==> config.mk <==
export PLATFORM = sky130hd
export DESIGN_NAME = fault_campaign_ctrl_flat
export DESIGN_NICKNAME = d
export VERILOG_FILES = /design/src/rtl/fault_campaign_pkg.sv /design/src/rtl/fault_campaign_ctrl_if.sv /design/src/rtl/fault_campaign_checker.sv /design/src/rtl/fault_campaign_ctrl.sv /design/src/flat_wrapper.sv
export SDC_FILE = /design/constraint.sdc
export NUM_CORES = 1
export LEC_CHECK = 0
export CAP_MARGIN = 20
export CORE_UTILIZATION = 46
export CTS_CLUSTER_DIAMETER = 60
export DETAILED_ROUTE_END_ITERATION = 6
export PLACE_DENSITY = 0.79
export SLEW_MARGIN = 20
export SYNTH_ARGS = -nofsm -noshare
export SYNTH_HDL_FRONTEND = slang
export SYNTH_SLANG_ARGS = --single-unit
==> constraint.sdc <==
create_clock -name clk -period 4.8 [get_ports clk]
set_input_delay 0.96 -clock clk [delete_from_list [all_inputs] [get_ports clk]]
set_output_delay 0.96 -clock clk [all_outputs]
set_load 0.1 [all_outputs]
==> src/rtl/fault_campaign_pkg.sv <==
// rtl/fault_campaign_pkg.sv - shared types and helpers for the fault campaign sequencer
package fault_campaign_pkg;

  typedef enum logic [2:0] {IDLE, GOLDEN, SWEEP, DRAIN, DONE} state_t;

  function automatic int gid_w(input int n);
    return (n > 1) ? $clog2(n) : 1;
  endfunction

  function automatic logic [1:0] golden_mod3(input logic [31:0] a);
    return 2'(a % 32'd3);
  endfunction

  function automatic logic [31:0] sat_inc(input logic [31:0] v, input logic [31:0] max_v);
    return (v >= max_v) ? v : v + 32'd1;
  endfunction

endpackage

==> src/rtl/fault_campaign_ctrl_if.sv <==
// rtl/fault_campaign_ctrl_if.sv - stimulus/response bus between campaign sequencer and residue DUT
interface fault_campaign_ctrl_if #(
  parameter int NG  = 128,
  parameter int A_W = 5
);
  logic [A_W-1:0] A;
  logic [NG-1:0]  fault_en_bus;
  logic           fault_val;
  logic [1:0]     R_dut;

  modport master (output A, fault_en_bus, fault_val, input R_dut);
  modport slave  (input A, fault_en_bus, fault_val, output R_dut);
endinterface

==> src/rtl/fault_campaign_checker.sv <==
// rtl/fault_campaign_checker.sv - delayed residue compare, saturating statistics, sticky gate map
// Optional first-fail capture is built when FIRST_FAIL_LOG_EN is defined.
module fault_campaign_checker
  import fault_campaign_pkg::*;
#(
  parameter int A_W     = 5,
  parameter int N_GATES = 8,
  parameter int CNT_W   = 16,
  parameter int GW      = 3
) (
  input  logic               clk,
  input  logic               rst,
  input  logic               clear,
  input  logic               flush,
  input  logic               app_valid,
  input  logic               app_faulty,
  input  logic [GW-1:0]      app_gid,
  input  logic               app_fval,
  input  logic [A_W-1:0]     app_a,
  input  logic [1:0]         r_dut,
  output logic [CNT_W-1:0]   golden_err_cnt,
  output logic [CNT_W-1:0]   mismatch_cnt,
  output logic [CNT_W-1:0]   invalid_cnt,
  output logic [N_GATES-1:0] gate_sensitive
`ifdef FIRST_FAIL_LOG_EN
  ,
  output logic               ff_valid,
  output logic [GW-1:0]      ff_gid,
  output logic               ff_val,
  output logic [A_W-1:0]     ff_a
`endif
);

  localparam logic [CNT_W-1:0] CNT_MAX = '1;

  logic           d_valid;
  logic           d_faulty;
  logic [GW-1:0]  d_gid;
  logic           d_fval;
  logic [A_W-1:0] d_a;
  logic [1:0]     d_r;
  logic           miss;

  assign miss = (d_r != golden_mod3(32'(d_a)));

  always_ff @(posedge clk or posedge rst) begin
    if (rst) begin
      d_valid        <= 1'b0;
      d_faulty       <= 1'b0;
      d_gid          <= '0;
      d_fval         <= 1'b0;
      d_a            <= '0;
      d_r            <= '0;
      golden_err_cnt <= '0;
      mismatch_cnt   <= '0;
      invalid_cnt    <= '0;
      gate_sensitive <= '0;
`ifdef FIRST_FAIL_LOG_EN
      ff_valid       <= 1'b0;
      ff_gid         <= '0;
      ff_val         <= 1'b0;
      ff_a           <= '0;
`endif
    end else begin
      // R_dut is captured with the vector it answers, so the compare sees a matched pair
      d_valid  <= app_valid && !flush;
      d_faulty <= app_faulty;
      d_gid    <= app_gid;
      d_fval   <= app_fval;
      d_a      <= app_a;
      d_r      <= r_dut;
      if (clear) begin
        golden_err_cnt <= '0;
        mismatch_cnt   <= '0;
        invalid_cnt    <= '0;
        gate_sensitive <= '0;
`ifdef FIRST_FAIL_LOG_EN
        ff_valid       <= 1'b0;
        ff_gid         <= '0;
        ff_val         <= 1'b0;
        ff_a           <= '0;
`endif
      end else if (d_valid && !flush) begin
        if (!d_faulty) begin
          if (miss) golden_err_cnt <= CNT_W'(sat_inc(32'(golden_err_cnt), 32'(CNT_MAX)));
        end else begin
          if (miss) begin
            mismatch_cnt          <= CNT_W'(sat_inc(32'(mismatch_cnt), 32'(CNT_MAX)));
            gate_sensitive[d_gid] <= 1'b1;
`ifdef FIRST_FAIL_LOG_EN
            if (!ff_valid) begin
              ff_valid <= 1'b1;
              ff_gid   <= d_gid;
              ff_val   <= d_fval;
              ff_a     <= d_a;
            end
`endif
          end
          if (d_r == 2'b11) invalid_cnt <= CNT_W'(sat_inc(32'(invalid_cnt), 32'(CNT_MAX)));
        end
      end
    end
  end

endmodule

==> src/rtl/fault_campaign_ctrl.sv <==
// rtl/fault_campaign_ctrl.sv - exhaustive stuck-at campaign sequencer for a mod-3 residue DUT
// Define FIRST_FAIL_LOG_EN to add the first-fail capture outputs.
module fault_campaign_ctrl
  import fault_campaign_pkg::*;
#(
  parameter int NG       = 128,
  parameter int GID_BASE = 0,
  parameter int N_GATES  = 8,
  parameter int A_W      = 5,
  parameter int CNT_W    = 16,
  localparam int GW      = gid_w(N_GATES)
) (
  input  logic               clk,
  input  logic               rst,
  input  logic               start,
  input  logic               abort,
  output logic               busy,
  output logic               done,
  fault_campaign_ctrl_if.master bus,
  output logic [CNT_W-1:0]   golden_err_cnt,
  output logic [CNT_W-1:0]   mismatch_cnt,
  output logic [CNT_W-1:0]   invalid_cnt,
  output logic [N_GATES-1:0] gate_sensitive
`ifdef FIRST_FAIL_LOG_EN
  ,
  output logic               ff_valid,
  output logic [GW-1:0]      ff_gid,
  output logic               ff_val,
  output logic [A_W-1:0]     ff_a
`endif
);

  localparam logic [A_W-1:0] VEC_MAX  = '1;
  localparam logic [GW-1:0]  GID_LAST = GW'(N_GATES - 1);

  state_t         state_q, state_d;
  logic [A_W-1:0] vec_q, vec_d;
  logic [GW-1:0]  gid_q, gid_d;
  logic           fval_q, fval_d;
  logic [A_W-1:0] a_d;
  logic [NG-1:0]  en_d;
  logic           fv_d;
  logic           app_valid, app_valid_d;
  logic           app_faulty, app_faulty_d;
  logic [GW-1:0]  app_gid, app_gid_d;
  logic           busy_d, done_d, clear;

  always_comb begin
    state_d      = state_q;
    vec_d        = vec_q;
    gid_d        = gid_q;
    fval_d       = fval_q;
    a_d          = '0;
    en_d         = '0;
    fv_d         = 1'b0;
    app_valid_d  = 1'b0;
    app_faulty_d = 1'b0;
    app_gid_d    = gid_q;
    busy_d       = (state_q == GOLDEN) || (state_q == SWEEP) || (state_q == DRAIN);
    done_d       = (state_q == DONE);
    clear        = 1'b0;
    case (state_q)
      IDLE: begin
        if (start && !abort) begin
          state_d = GOLDEN;
          vec_d   = '0;
          gid_d   = '0;
          fval_d  = 1'b0;
          clear   = 1'b1;
        end
      end
      GOLDEN: begin
        a_d         = vec_q;
        app_valid_d = 1'b1;
        vec_d       = vec_q + 1'b1;
        if (vec_q == VEC_MAX) state_d = SWEEP;
      end
      SWEEP: begin
        a_d          = vec_q;
        en_d         = {{(NG-1){1'b0}}, 1'b1} << (GID_BASE + int'(gid_q));
        fv_d         = fval_q;
        app_valid_d  = 1'b1;
        app_faulty_d = 1'b1;
        vec_d        = vec_q + 1'b1;
        // vector is the fastest loop, then stuck value, then gate
        if (vec_q == VEC_MAX) begin
          fval_d = ~fval_q;
          if (fval_q) begin
            gid_d = gid_q + 1'b1;
            if (gid_q == GID_LAST) state_d = DRAIN;
          end
        end
      end
      DRAIN:   state_d = DONE;
      DONE:    state_d = IDLE;
      default: state_d = IDLE;
    endcase
    if (abort) begin
      state_d     = IDLE;
      a_d         = '0;
      en_d        = '0;
      fv_d        = 1'b0;
      app_valid_d = 1'b0;
      busy_d      = 1'b0;
      done_d      = 1'b0;
    end
  end

  always_ff @(posedge clk or posedge rst) begin
    if (rst) begin
      state_q          <= IDLE;
      vec_q            <= '0;
      gid_q            <= '0;
      fval_q           <= 1'b0;
      bus.A            <= '0;
      bus.fault_en_bus <= '0;
      bus.fault_val    <= 1'b0;
      app_valid        <= 1'b0;
      app_faulty       <= 1'b0;
      app_gid          <= '0;
      busy             <= 1'b0;
      done             <= 1'b0;
    end else begin
      state_q          <= state_d;
      vec_q            <= vec_d;
      gid_q            <= gid_d;
      fval_q           <= fval_d;
      bus.A            <= a_d;
      bus.fault_en_bus <= en_d;
      bus.fault_val    <= fv_d;
      app_valid        <= app_valid_d;
      app_faulty       <= app_faulty_d;
      app_gid          <= app_gid_d;
      busy             <= busy_d;
      done             <= done_d;
    end
  end

  fault_campaign_checker #(
    .A_W(A_W), .N_GATES(N_GATES), .CNT_W(CNT_W), .GW(GW)
  ) u_checker (
    .clk            (clk),
    .rst            (rst),
    .clear          (clear),
    .flush          (abort),
    .app_valid      (app_valid),
    .app_faulty     (app_faulty),
    .app_gid        (app_gid),
    .app_fval       (bus.fault_val),
    .app_a          (bus.A),
    .r_dut          (bus.R_dut),
    .golden_err_cnt (golden_err_cnt),
    .mismatch_cnt   (mismatch_cnt),
    .invalid_cnt    (invalid_cnt),
    .gate_sensitive (gate_sensitive)
`ifdef FIRST_FAIL_LOG_EN
    ,
    .ff_valid       (ff_valid),
    .ff_gid         (ff_gid),
    .ff_val         (ff_val),
    .ff_a           (ff_a)
`endif
  );

endmodule

==> src/flat_wrapper.sv <==
// flat-port wrapper written by rule: the top's interface ports become plain ports
module fault_campaign_ctrl_flat import fault_campaign_pkg::*;
#(
  parameter int NG       = 128,
  parameter int GID_BASE = 0,
  parameter int N_GATES  = 8,
  parameter int A_W      = 5,
  parameter int CNT_W    = 16,
  localparam int GW      = gid_w(N_GATES)
)
  (clk, rst, start, abort, busy, done, golden_err_cnt, mismatch_cnt, invalid_cnt, gate_sensitive, bus_A, bus_fault_en_bus, bus_fault_val, bus_R_dut);
  fault_campaign_ctrl_if #(.NG(NG), .A_W(A_W)) bus_i ();
  input  logic clk;
  input  logic rst;
  input  logic start;
  input  logic abort;
  output logic busy;
  output logic done;
  output logic [CNT_W-1:0] golden_err_cnt;
  output logic [CNT_W-1:0] mismatch_cnt;
  output logic [CNT_W-1:0] invalid_cnt;
  output logic [N_GATES-1:0] gate_sensitive;
  output wire logic [$bits(bus_i.A)-1:0] bus_A;
  output wire logic [$bits(bus_i.fault_en_bus)-1:0] bus_fault_en_bus;
  output wire logic [$bits(bus_i.fault_val)-1:0] bus_fault_val;
  input wire logic [$bits(bus_i.R_dut)-1:0] bus_R_dut;
  assign bus_A = bus_i.A;
  assign bus_fault_en_bus = bus_i.fault_en_bus;
  assign bus_fault_val = bus_i.fault_val;
  assign bus_i.R_dut = bus_R_dut;
  fault_campaign_ctrl #(.NG(NG), .GID_BASE(GID_BASE), .N_GATES(N_GATES), .A_W(A_W), .CNT_W(CNT_W)) u_core (.clk(clk), .rst(rst), .start(start), .abort(abort), .busy(busy), .done(done), .bus(bus_i), .golden_err_cnt(golden_err_cnt), .mismatch_cnt(mismatch_cnt), .invalid_cnt(invalid_cnt), .gate_sensitive(gate_sensitive));
endmodule
==> summary.txt, run 1 <==
Fill cells: 1104
CP arrival: 4.80 ns
GP Congestion: 0.874
Reg clk slew, reported paths: 0.07 ns
CP cell instances: ha_4, nor2b_4, mux2i_4, nand2_1, o21ai_0, ha_2, inv_1, o211a_1, o21a_1, a21oi_1, inv_1, ha_1, nor2_1, o21ai_0, o32ai_4, mux2i_2, nand4_1, or3_1, a21oi_1
Leakage: 2.93 nW
WL final: 12.3 mm
Total power draw: 2.12 mW
Via count: 4365
Startpoint types: flip-flop
CTS Hold Buffers Added: 0
Largest net degree at the start of global routing: 75
HPWL after DPL: 8.69 mm
Net count, final: 700
Ys flop type: dfrtp_1
Fin area: 0.00668 mm2
Max Buffers Root-to-Sink: 2
Core footprint: 0.0122 mm2
Mean Syn Cell Area: 9.66 um2
CP Max Fanout: 10
Worst Setup End Kind: flip-flop
Post-synthesis sequential area ratio: 43.1%
Remaining Overflow, GRT: 0
Worst R2R Setup Slack: 0.26 ns
CTS buffer count: 9
Synth area leaders: dfrtp_1, buf_4, ha_1
Die X: 115 um
Synth Area in Simple Gates: 18.5%
Vias in the first global route: 3832
Cell Pwr Density: 317 mW/mm2
FMAX: 220 MHz
GRT Total Usage: 18.1%
Final hold viol count: 0
Height of the die: 115 um
Relative slew slack: 32.2%
Tcrit/Tclk final: 94.5%
Worst min path class: reg -> reg
Share of cells above drive strength 1: 7.01%
Most crowded layer after global routing: met2
I/O pin count: 198
Die ar.: 0.0132 mm2
ANT cells: 0
IO Port Bufs: 77
Pins Over Slew Limit: 0
Initial antenna violation count: 0
Run status: complete, no violations
Synth cell types: 61
Maximum VDD drop: 0.000154 V
Area growth from synthesis to layout: 13.9%
Final core occ: 54.7%
1st-iter DRT viols: 372
CTS sink count: 101
GRT met1 Usage: 22.6%
Root Driver: clkbuf_16
Worst-Skew Late Latency: 0.35 ns
Initial Util: 48.0%
Buffer and inverter count on the worst path: 2
CTS tree: built
Xor and xnor area share after synthesis: 3.57%
CP Class: reg -> reg
Final Critical Period: 4.54 ns
M3 GR Usage: 4.06%
CP max stage cell: dfrtp_2
Cell Area, Synth: 0.00586 mm2
Synth Area in Adders: 2.99%
FP Rows: 40
Residual DRC: 0
Synth warn: 0
DRT Pass-1 Iters: 5
Top cell type's share of synthesized area: 43.1%
Max-Cap Viols: 0
Multiplexer share of the synthesized area: 1.11%
EDFF count, synth: 0
Skew final: 0.00961 ns
Global-route wire length before repair: 18.8 mm
Compound-gate portion of the synthesized area: 11.8%
Synth Register Bits: 101
Drt via density: 5.12
Placed Area: 0.00627 mm2
Largest family of logic cells by synthesized area: buffers and inverters
Critical path required time: 5.06 ns
Setup violations, final: 0
Cells after synthesis: 607
Crit path largest cell delay: 0.49 ns
M2 GR Usage: 30.4%
Async SR Flop Fraction: 100%
Wirelength per Cell: 14.5 um
CTS HTree Levels: 3
Antenna Violating Nets Remaining: 0
Measured slew at the worst slew-check pin: 1.01 ns
CP top delay family: compound AO/OA/AOI/OAI gates
Yosys top cell by area: dfrtp_1
## logic make-up (layout without fill, tap and decap cells)
group	count (synthesis)	after routing
AOI/OAI and AO/OA	103	104
xor gates and xnor gates	23	23
adders and majority gates	14	14
buffers and inverters	156	114
DFF	101	101
muxes	6	6
other	1	120
and+or+nand+nor	203	203
## flip-flops by register name (all words and copies together), names as in the netlist
signal and count:
u_core.app_faulty 1, u_core.app_gid 3, u_core.app_gid_d 3, u_core.app_valid 1, u_core.bus.A 5, u_core.bus.fault_en_bus 8
u_core.bus.fault_val 1, u_core.busy 1, u_core.done 1, u_core.fval_q 1, u_core.state_q 3, u_core.u_checker.d_a 5
u_core.u_checker.d_faulty 1, u_core.u_checker.d_gid 3, u_core.u_checker.d_r 2, u_core.u_checker.d_valid 1, u_core.u_checker.gate_sensitive 8, u_core.u_checker.golden_err_cnt 16
u_core.u_checker.invalid_cnt 16, u_core.u_checker.mismatch_cnt 16, u_core.vec_q 5
## worst paths after layout
kind,startpoint,end,depth (start not counted)
worst max-delay path,u_core.u_checker.d_a[4],u_core.u_checker.golden_err_cnt[14],19
worst min-delay path,u_core.app_gid[2],u_core.u_checker.d_gid[2],0
worst max register to register,u_core.u_checker.d_a[4],u_core.u_checker.golden_err_cnt[14],19
worst min register to register,u_core.app_gid[2],u_core.u_checker.d_gid[2],0
max in group asynchronous,rst,u_core.u_checker.d_gid[0],3
min in group asynchronous,rst,u_core.bus.A[2],2
## synthesized netlist by cell type, types with 2 or more instances
master / number
buf_4: 120
dfrtp_1: 101
nand2_1: 42
nor2_1: 36
a21oi_1: 31
o21ai_0: 29
nand3_1: 24
or3_1: 20
inv_1: 15
ha_1: 14
nor3_1: 13
and3_1: 12
nand4_1: 11
xnor2_1: 11
xor2_1: 11
and2_1: 10
a22o_1: 9
clkbuf_1: 9
buf_6: 7
nor4_1: 6
o31ai_1: 6
or4_1: 6
mux2i_1: 4
nand2b_1: 4
nor3b_1: 4
o41ai_1: 4
a21o_1: 3
o31a_1: 3
a211oi_1: 2
and4_1: 2
buf_2: 2
nor2b_1: 2
nor4b_1: 2
o211ai_1: 2
o21a_1: 2
o31a_2: 2
or3b_2: 2
## where the power goes
part / internal, mW / total [mW] / switching, mW
combinational: 0.0256 / 0.504 / 0.478
sequential: 0.861 / 0.873 / 0.0122
clock: 0.420 / 0.739 / 0.319
total: 1.31 / 2.12 / 0.810
## per-stage QoR
stage	TNS, ns	setup slack [ns]	std cells	hold WS [ns]
4_1_cts	0	0.123	850	0.349
2_1_floorplan	0	0.473	726	0.331
5_1_grt	-0.0334	-0.0270	853	0.362
3_3_place_gp	0	0.496	834	0.332
6_report	0	0.263	853	0.351
3_5_place_dp	0	0.155	834	0.335
## worst register-to-register path, cell delays in order (launching register included)
cell	delay, ns
dfrtp_2	0.49
ha_4	0.28
nor2b_4	0.17
mux2i_4	0.29
nand2_1	0.08
o21ai_0	0.10
ha_2	0.25
inv_1	0.08
o211a_1	0.16
o21a_1	0.20
a21oi_1	0.20
inv_1	0.07
ha_1	0.22
nor2_1	0.10
o21ai_0	0.18
o32ai_4	0.44
mux2i_2	0.33
nand4_1	0.28
or3_1	0.38
a21oi_1	0.16
## repair_timing
action / in CTS / in global routing
setup endpoints to repair: 0 / 29
gates resized for setup: 0 / 13
setup buffers: 0 / 2
hold endpoints to repair: 0 / 0
## final cells by class
class,count,area [um2],share of cell area [%]
clock buffer,11,243,3.64
clock inverter,5,60.1,0.899
inverter,16,62.6,0.937
multi-input combinational,470,2760,41.4
sequential,101,2530,37.9
tap,168,210,3.15
timing repair buffer,82,808,12.1
## cell usage in the layout, fill, tap and decap left out, types with 14 or more instances in the layout
| cell type | Yosys | final |
|---|---|---|
| conb_1 | 1 | 120 |
| dfrtp_1 | 101 | 99 |
| clkdlybuf4s50_1 | 0 | 77 |
| nand2_1 | 42 | 42 |
| nor2_1 | 36 | 36 |
| a21oi_1 | 31 | 31 |
| o21ai_0 | 29 | 29 |
| nand3_1 | 24 | 23 |
| or3_1 | 20 | 20 |
| inv_1 | 15 | 14 |
## metal layers
layer | part of all wire (%) | routed length (um) | vias up
met5 | 0 | 0 | -
met4 | 2.0 | 245 | 0
met3 | 5.8 | 721 | 26
met2 | 51 | 6320 | 163
met1 | 41 | 5040 | 2145
li1 | - | - | 2031
Power figures use the tool's default switching activity.
==> run 2, diff against run 1 <==
CORE_MARGIN = 1.5   (was default)
RECOVER_POWER = 25   (was default)
REMOVE_ABC_BUFFERS = 1   (was default)
==> run 2 against run 1 <==
  * The run now ends with max-capacitance violations, max-slew violations left
  * Power shrank 1.1%
  * Fmax grew 2.6%
  * Sequential cell count is the same
  * Register-to-register slack gained 0.11 ns
  * Routed wire length shrank 4.8%
  * Count of clock-buffer cells in the layout shrank 2
  * Global-route usage shrank 1.3 points
  * Critical endpoint is now u_core.u_checker.mismatch_cnt[9]
==> summary.txt, run 2 (same netlist as run 1, synthesis figures left out) <==
Failing checks: max-capacitance violations, max-slew violations
Wirelength per Cell: 13.7 um (-5.1%)
Final hold viol count: 0 (unchanged)
WHS: 0.350 ns (-0.000856 ns)
Run status: finished, violations left
Share of cells above drive strength 1: 6.58% (-0.43 points)
ANT cells: 0 (unchanged)
Measured slew at the worst slew-check pin: 1.88 ns (+0.870 ns)
GP Congestion: 0.840 (-3.9%)
FP Rows: 41 (+2.5%)
Worst-Skew Late Latency: 0.35 ns (about the same)
Largest net degree at the start of global routing: 91 (+21%)
CTS sink count: 101 (unchanged)
Die X: 116 um (+0.87%)
Max-Cap Viols: 1 (+1)
Die ar.: 0.0134 mm2 (+1.7%)
CP Max Fanout: 16 (+6)
Pins Over Slew Limit: 91 (+91)
CTS HTree Levels: 3 (unchanged)
HPWL after DPL: 8.29 mm (-4.6%)
Skew final: 0.0137 ns (+0.00404 ns)
I/O pin count: 198 (unchanged)
CTS tree: built
RSZ-0062 raised after global routing: false
Crit path largest cell delay: 0.53 ns (+0.04 ns)
CTS buffer count: 9 (unchanged)
CP cell instances: ha_4, nor2b_4, mux2i_4, nand2_1, o21ai_0, ha_2, inv_1, o211a_1, o21a_1, a21oi_1, inv_1, ha_1, nor2_1, o21ai_0, o32ai_4, or3_4, o211ai_4, or4_1, a21oi_1
Vias in the first global route: 3758 (-1.9%)
CP arrival: 4.68 ns (-0.12 ns)
Worst slack at placement: 0.159 ns (+0.00375 ns)
Commonest non-fill, non-tap cell in the layout: conb_1
CP Class: reg -> reg
Drt via density: 5.01 (-2.0%)
DRT Pass-1 Iters: 5 (unchanged)
Worst Hold Path Cells: 0 (unchanged)
Most frequent cells in the layout: conb_1, dfrtp_1, clkdlybuf4s50_1
1st-iter DRT viols: 260 (-30%)
Top flop regs: u_core.u_checker.golden_err_cnt x16, u_core.u_checker.invalid_cnt x16, u_core.u_checker.mismatch_cnt x16
Initial Util: 46.8% (-1.2 points)
Post-route setup slack: 0.377 ns (+0.114 ns)
Setup violations, final: 0 (unchanged)
R2R depth: 19 (unchanged)
Initial antenna violation count: 0 (unchanged)
Antenna Violating Nets Remaining: 0 (unchanged)
Residual DRC: 0 (unchanged)
Final Critical Period: 4.42 ns (-0.114 ns)
Startpoint types: flip-flop
IO Port Bufs: 77 (unchanged)
Area growth from synthesis to layout: 13.6%
Via count: 4291 (-1.7%)
Height of the die: 116 um (+0.87%)
Setup_tns: 0 ns (unchanged)
Max Buffers Root-to-Sink: 2 (unchanged)
Tcrit/Tclk final: 92.1% (-2.4 points)
Core footprint: 0.0125 mm2 (+2.5%)
Worst Setup End Kind: flip-flop
Placed Instances: 838 (+0.48%)
Final core occ: 53.2% (-1.5 points)
Final cell count without fillers: 856 (+0.35%)
Global-route wire length before repair: 18.0 mm (-4.1%)
GRT Total Usage: 16.9% (-1.3 points)
Cell Pwr Density: 314 mW/mm2 (-0.84%)
Worst R2R Setup Slack: 0.38 ns (+0.11 ns)
Net count, final: 699 (-0.14%)
Maximum VDD drop: 0.000174 V (+13%)
Root Driver: clkbuf_16
FMAX: 226 MHz (+2.6%)
Relative slew slack: -25.8% (-58 points)
Remaining Overflow, GRT: 0 (unchanged)
Leakage: 2.92 nW (-0.34%)
Critical path required time: 5.06 ns (about the same)
WL final: 11.7 mm (-4.8%)
Reg clk slew, reported paths: 0.08 ns (about the same)
CP max stage cell: or4_1
Worst min path class: reg -> reg
run 2: power by group:
group	switching (mW)	total, mW	leakage, nW	internal, mW
Clock	0.348	0.718	0.144	0.370
Combinational	0.476	0.501	1.38	0.0247
Sequential	0.0124	0.873	1.40	0.860
Total	0.837	2.09	2.92	1.26
run 2: final cells by class:
class,count,area (um2)
Fill cell,1083,5860
Inverter,16,63.8
Clock buffer,9,225
Clock inverter,7,77.6
Multi-Input combinational cell,470,2750
Timing Repair Buffer,81,801
Sequential cell,101,2530
Tap cell,172,215
run 2: final timing paths:
check,startpoint,endpoint
worst max-delay path,u_core.u_checker.d_a[4],u_core.u_checker.mismatch_cnt[9]
worst max register to register,u_core.u_checker.d_a[4],u_core.u_checker.mismatch_cnt[9]
min in group asynchronous,rst,u_core.u_checker.gate_sensitive[1]
worst min-delay path,u_core.app_gid[2],u_core.u_checker.d_gid[2]
worst min register to register,u_core.app_gid[2],u_core.u_checker.d_gid[2]
max in group asynchronous,rst,u_core.u_checker.d_a[4]
run 2: timing repair:
| item | in CTS | in global routing |
|---|---|---|
| setup buffers | 0 | 1 |
| gates resized for setup | 0 | 10 |
| endpoints found under the setup margin | 0 | 29 |
| hold buffers | 0 | 0 |
run 2: metrics by stage:
stage          area (um2)  total power, mW
6_report             6660             2.09
5_1_grt              6660             2.17
4_1_cts              6580             2.10
3_5_place_dp         6280             1.39
3_3_place_gp         6280             1.38
2_1_floorplan        5270             1.36
run 2: routing by layer:
layer / vias to the layer above / routed length (um) / GRT usage, %
li1: 2026 / - / -
met1: 2068 / 4970 / 22.0
met2: 179 / 5880 / 28.1
met3: 18 / 712 / 4.08
met4: 0 / 172 / 4.88
met5: - / 0 / 0
run 2: critical path, delay by kind of cell, from the launching register on:
| family | cells | cell delay, ns |
|---|---|---|
| AOI/OAI and AO/OA | 8 | 1.56 |
| and+or+nand+nor | 5 | 1.11 |
| adders and majority gates | 3 | 0.74 |
| DFF | 1 | 0.50 |
| muxes | 1 | 0.29 |
| buffers and inverters | 2 | 0.14 |
==> run 3, diff against run 2 <==
CORE_UTILIZATION = 34   (was 46)
PLACE_DENSITY = 0.61   (was 0.79)
clock period = 5.45 ns   (was 4.8 ns; I/O delays follow)
==> run 3 against run 2 <==
  * The flow still finishes with violations (max-capacitance violations, max-slew violations)
  * Die area rose by 34%
  * Count of clock-buffer cells in the layout rose by 1
  * Routed wire length fell by 2.2%
  * Hold slack barely moved
  * Worst setup slack improved by 0.29 ns
  * Register-to-register slack improved by 0.29 ns
  * Global-route usage fell by 3.9 points
  * Critical path depth did not move
==> summary.txt, run 3 (same netlist as run 1, synthesis figures left out) <==
CTS tree: built
Core footprint: 0.0167 mm2 (+33%)
Most frequent cells in the layout: conb_1, dfrtp_1, clkdlybuf4s50_1
Final hold viol count: 0 (unchanged)
Root Driver: clkbuf_16
WL final: 11.5 mm (-2.2%)
GRT Total Usage: 13.0% (-3.9 points)
Setup violations, final: 0 (unchanged)
Max Buffers Root-to-Sink: 2 (unchanged)
Post-CTS sizing: 0 (unchanged)
CTS buffer count: 9 (unchanged)
Height of the die: 134 um (+16%)
Antenna Violating Nets Remaining: 0 (unchanged)
Measured slew at the worst slew-check pin: 2.82 ns (+0.932 ns)
Maximum VDD drop: 0.000179 V (+2.9%)
CP Class: reg -> reg
CP arrival: 5.06 ns (+0.38 ns)
FP Rows: 47 (+15%)
Die X: 134 um (+16%)
Pins Over Slew Limit: 76 (-16%)
Total power draw: 1.83 mW (-13%)
Initial antenna violation count: 0 (unchanged)
Share of cells above drive strength 1: 5.13% (-1.4 points)
Top flop regs: u_core.u_checker.golden_err_cnt x16, u_core.u_checker.invalid_cnt x16, u_core.u_checker.mismatch_cnt x16
CTS Hold Buffers Added: 0 (unchanged)
Final Critical Period: 4.78 ns (+0.362 ns)
CP Max Fanout: 12 (-4)
Residual DRC: 0 (unchanged)
Relative slew slack: -87.9% (-62 points)
1st-iter DRT viols: 174 (-33%)
HPWL after DPL: 8.25 mm (-0.49%)
RSZ-0062 raised after global routing: false
Remaining Overflow, GRT: 0 (unchanged)
I/O pin count: 198 (unchanged)
Worst min path class: reg -> reg
Area growth from synthesis to layout: 13.0%
CTS sink count: 101 (unchanged)
Largest net degree at the start of global routing: 76 (-16%)
CTS HTree Levels: 3 (unchanged)
Die ar.: 0.0180 mm2 (+34%)
Reg clk slew, reported paths: 0.07 ns (about the same)
Post-CTS Setup Bufs: 0 (unchanged)
Failing checks: max-capacitance violations, max-slew violations
Net count, final: 697 (-0.29%)
Global-route wire length before repair: 18.4 mm (+2.3%)
Tcrit/Tclk final: 87.8% (-4.4 points)
Drt via density: 4.52 (-9.9%)
Critical path required time: 5.73 ns (+0.67 ns)
Run status: finished, violations left
IO Port Bufs: 77 (unchanged)
Worst-Skew Late Latency: 0.35 ns (about the same)
Max-Cap Viols: 1 (unchanged)
Worst Setup End Kind: flip-flop
Leakage: 2.92 nW (about the same)
Commonest non-fill, non-tap cell in the layout: conb_1
DRT Pass-1 Iters: 4 (-1)
Vias in the first global route: 3663 (-2.5%)
Wirelength per Cell: 12.7 um (-7.2%)
Startpoint types: flip-flop
Via count: 4076 (-5.0%)
ANT cells: 0 (unchanged)
Initial Util: 35.1% (-12 points)
Cell Pwr Density: 276 mW/mm2 (-12%)
FMAX: 209 MHz (-7.6%)
Skew final: 0.00885 ns (-0.00480 ns)
Setup_tns: 0 ns (unchanged)
GP Congestion: 0.825 (-1.7%)
==> run 3: cell type report <==
type / count / area (um2)
Fill cell: 1726 / 10100
Multi-Input combinational cell: 469 / 2680
Sequential cell: 101 / 2530
Timing Repair Buffer: 80 / 793
Tap cell: 220 / 275
Clock buffer: 10 / 239
Inverter: 16 / 60.1
Clock inverter: 6 / 46.3
==> run 3: worst max-delay path, cell delays in order (launching register included) <==
cell     delay (ns)
dfrtp_1        0.49
ha_1           0.39
nor2b_4        0.16
mux2i_2        0.29
nand2_1        0.08
o21ai_0        0.11
ha_1           0.23
inv_1          0.07
o211a_1        0.16
o21a_1         0.20
a21oi_1        0.35
inv_1          0.08
ha_1           0.23
nor2_1         0.10
o21ai_0        0.15
o32ai_4        0.39
mux2i_1        0.32
nand3_1        0.32
or3_1          0.43
a21oi_1        0.15
==> run 3: power by group <==
group	internal (mW)	switching (mW)	leakage (nW)
registers	0.758	0.00994	1.40
clock network	0.325	0.296	0.135
logic	0.0211	0.418	1.38
==> run 3: path summary, 6_finish.rpt <==
check | from | end | slack, ns | depth (start not counted)
setup reg to reg | u_core.u_checker.d_a[4] | u_core.u_checker.golden_err_cnt[12] | 0.67 | 19
min in group asynchronous | rst | u_core.u_checker.gate_sensitive[1] | 2.19 | 2
hold / removal | u_core.app_gid[2] | u_core.u_checker.d_gid[2] | 0.35 | 0
max in group asynchronous | rst | u_core.u_checker.golden_err_cnt[9] | 1.65 | 2
hold reg to reg | u_core.app_gid[2] | u_core.u_checker.d_gid[2] | 0.35 | 0
setup / recovery | u_core.u_checker.d_a[4] | u_core.u_checker.golden_err_cnt[12] | 0.67 | 19
==> run 3: routing by layer <==
| metal | routed length (um) | global-route usage [%] | part of all wire (%) |
|---|---|---|---|
| met5 | 0 | 0 | 0 |
| met4 | 235 | 5.68 | 2.0 |
| met3 | 559 | 3.02 | 4.9 |
| met2 | 5280 | 19.8 | 46 |
| met1 | 5410 | 17.5 | 47 |
==> run 3: stage by stage <==
step | worst slack [ns] | util (%) | hold WS [ns] | cell area, um2 | cells
2_1_floorplan | 1.18 | - | 0.331 | 5270 | 586
3_3_place_gp | 0.886 | 37.9 | 0.333 | 6340 | 886
3_5_place_dp | 0.727 | 37.9 | 0.336 | 6340 | 886
4_1_cts | 0.680 | 39.7 | 0.352 | 6620 | 902
5_1_grt | 0.206 | 39.6 | 0.357 | 6620 | 902
6_report | 0.666 | 39.6 | 0.350 | 6620 | 902
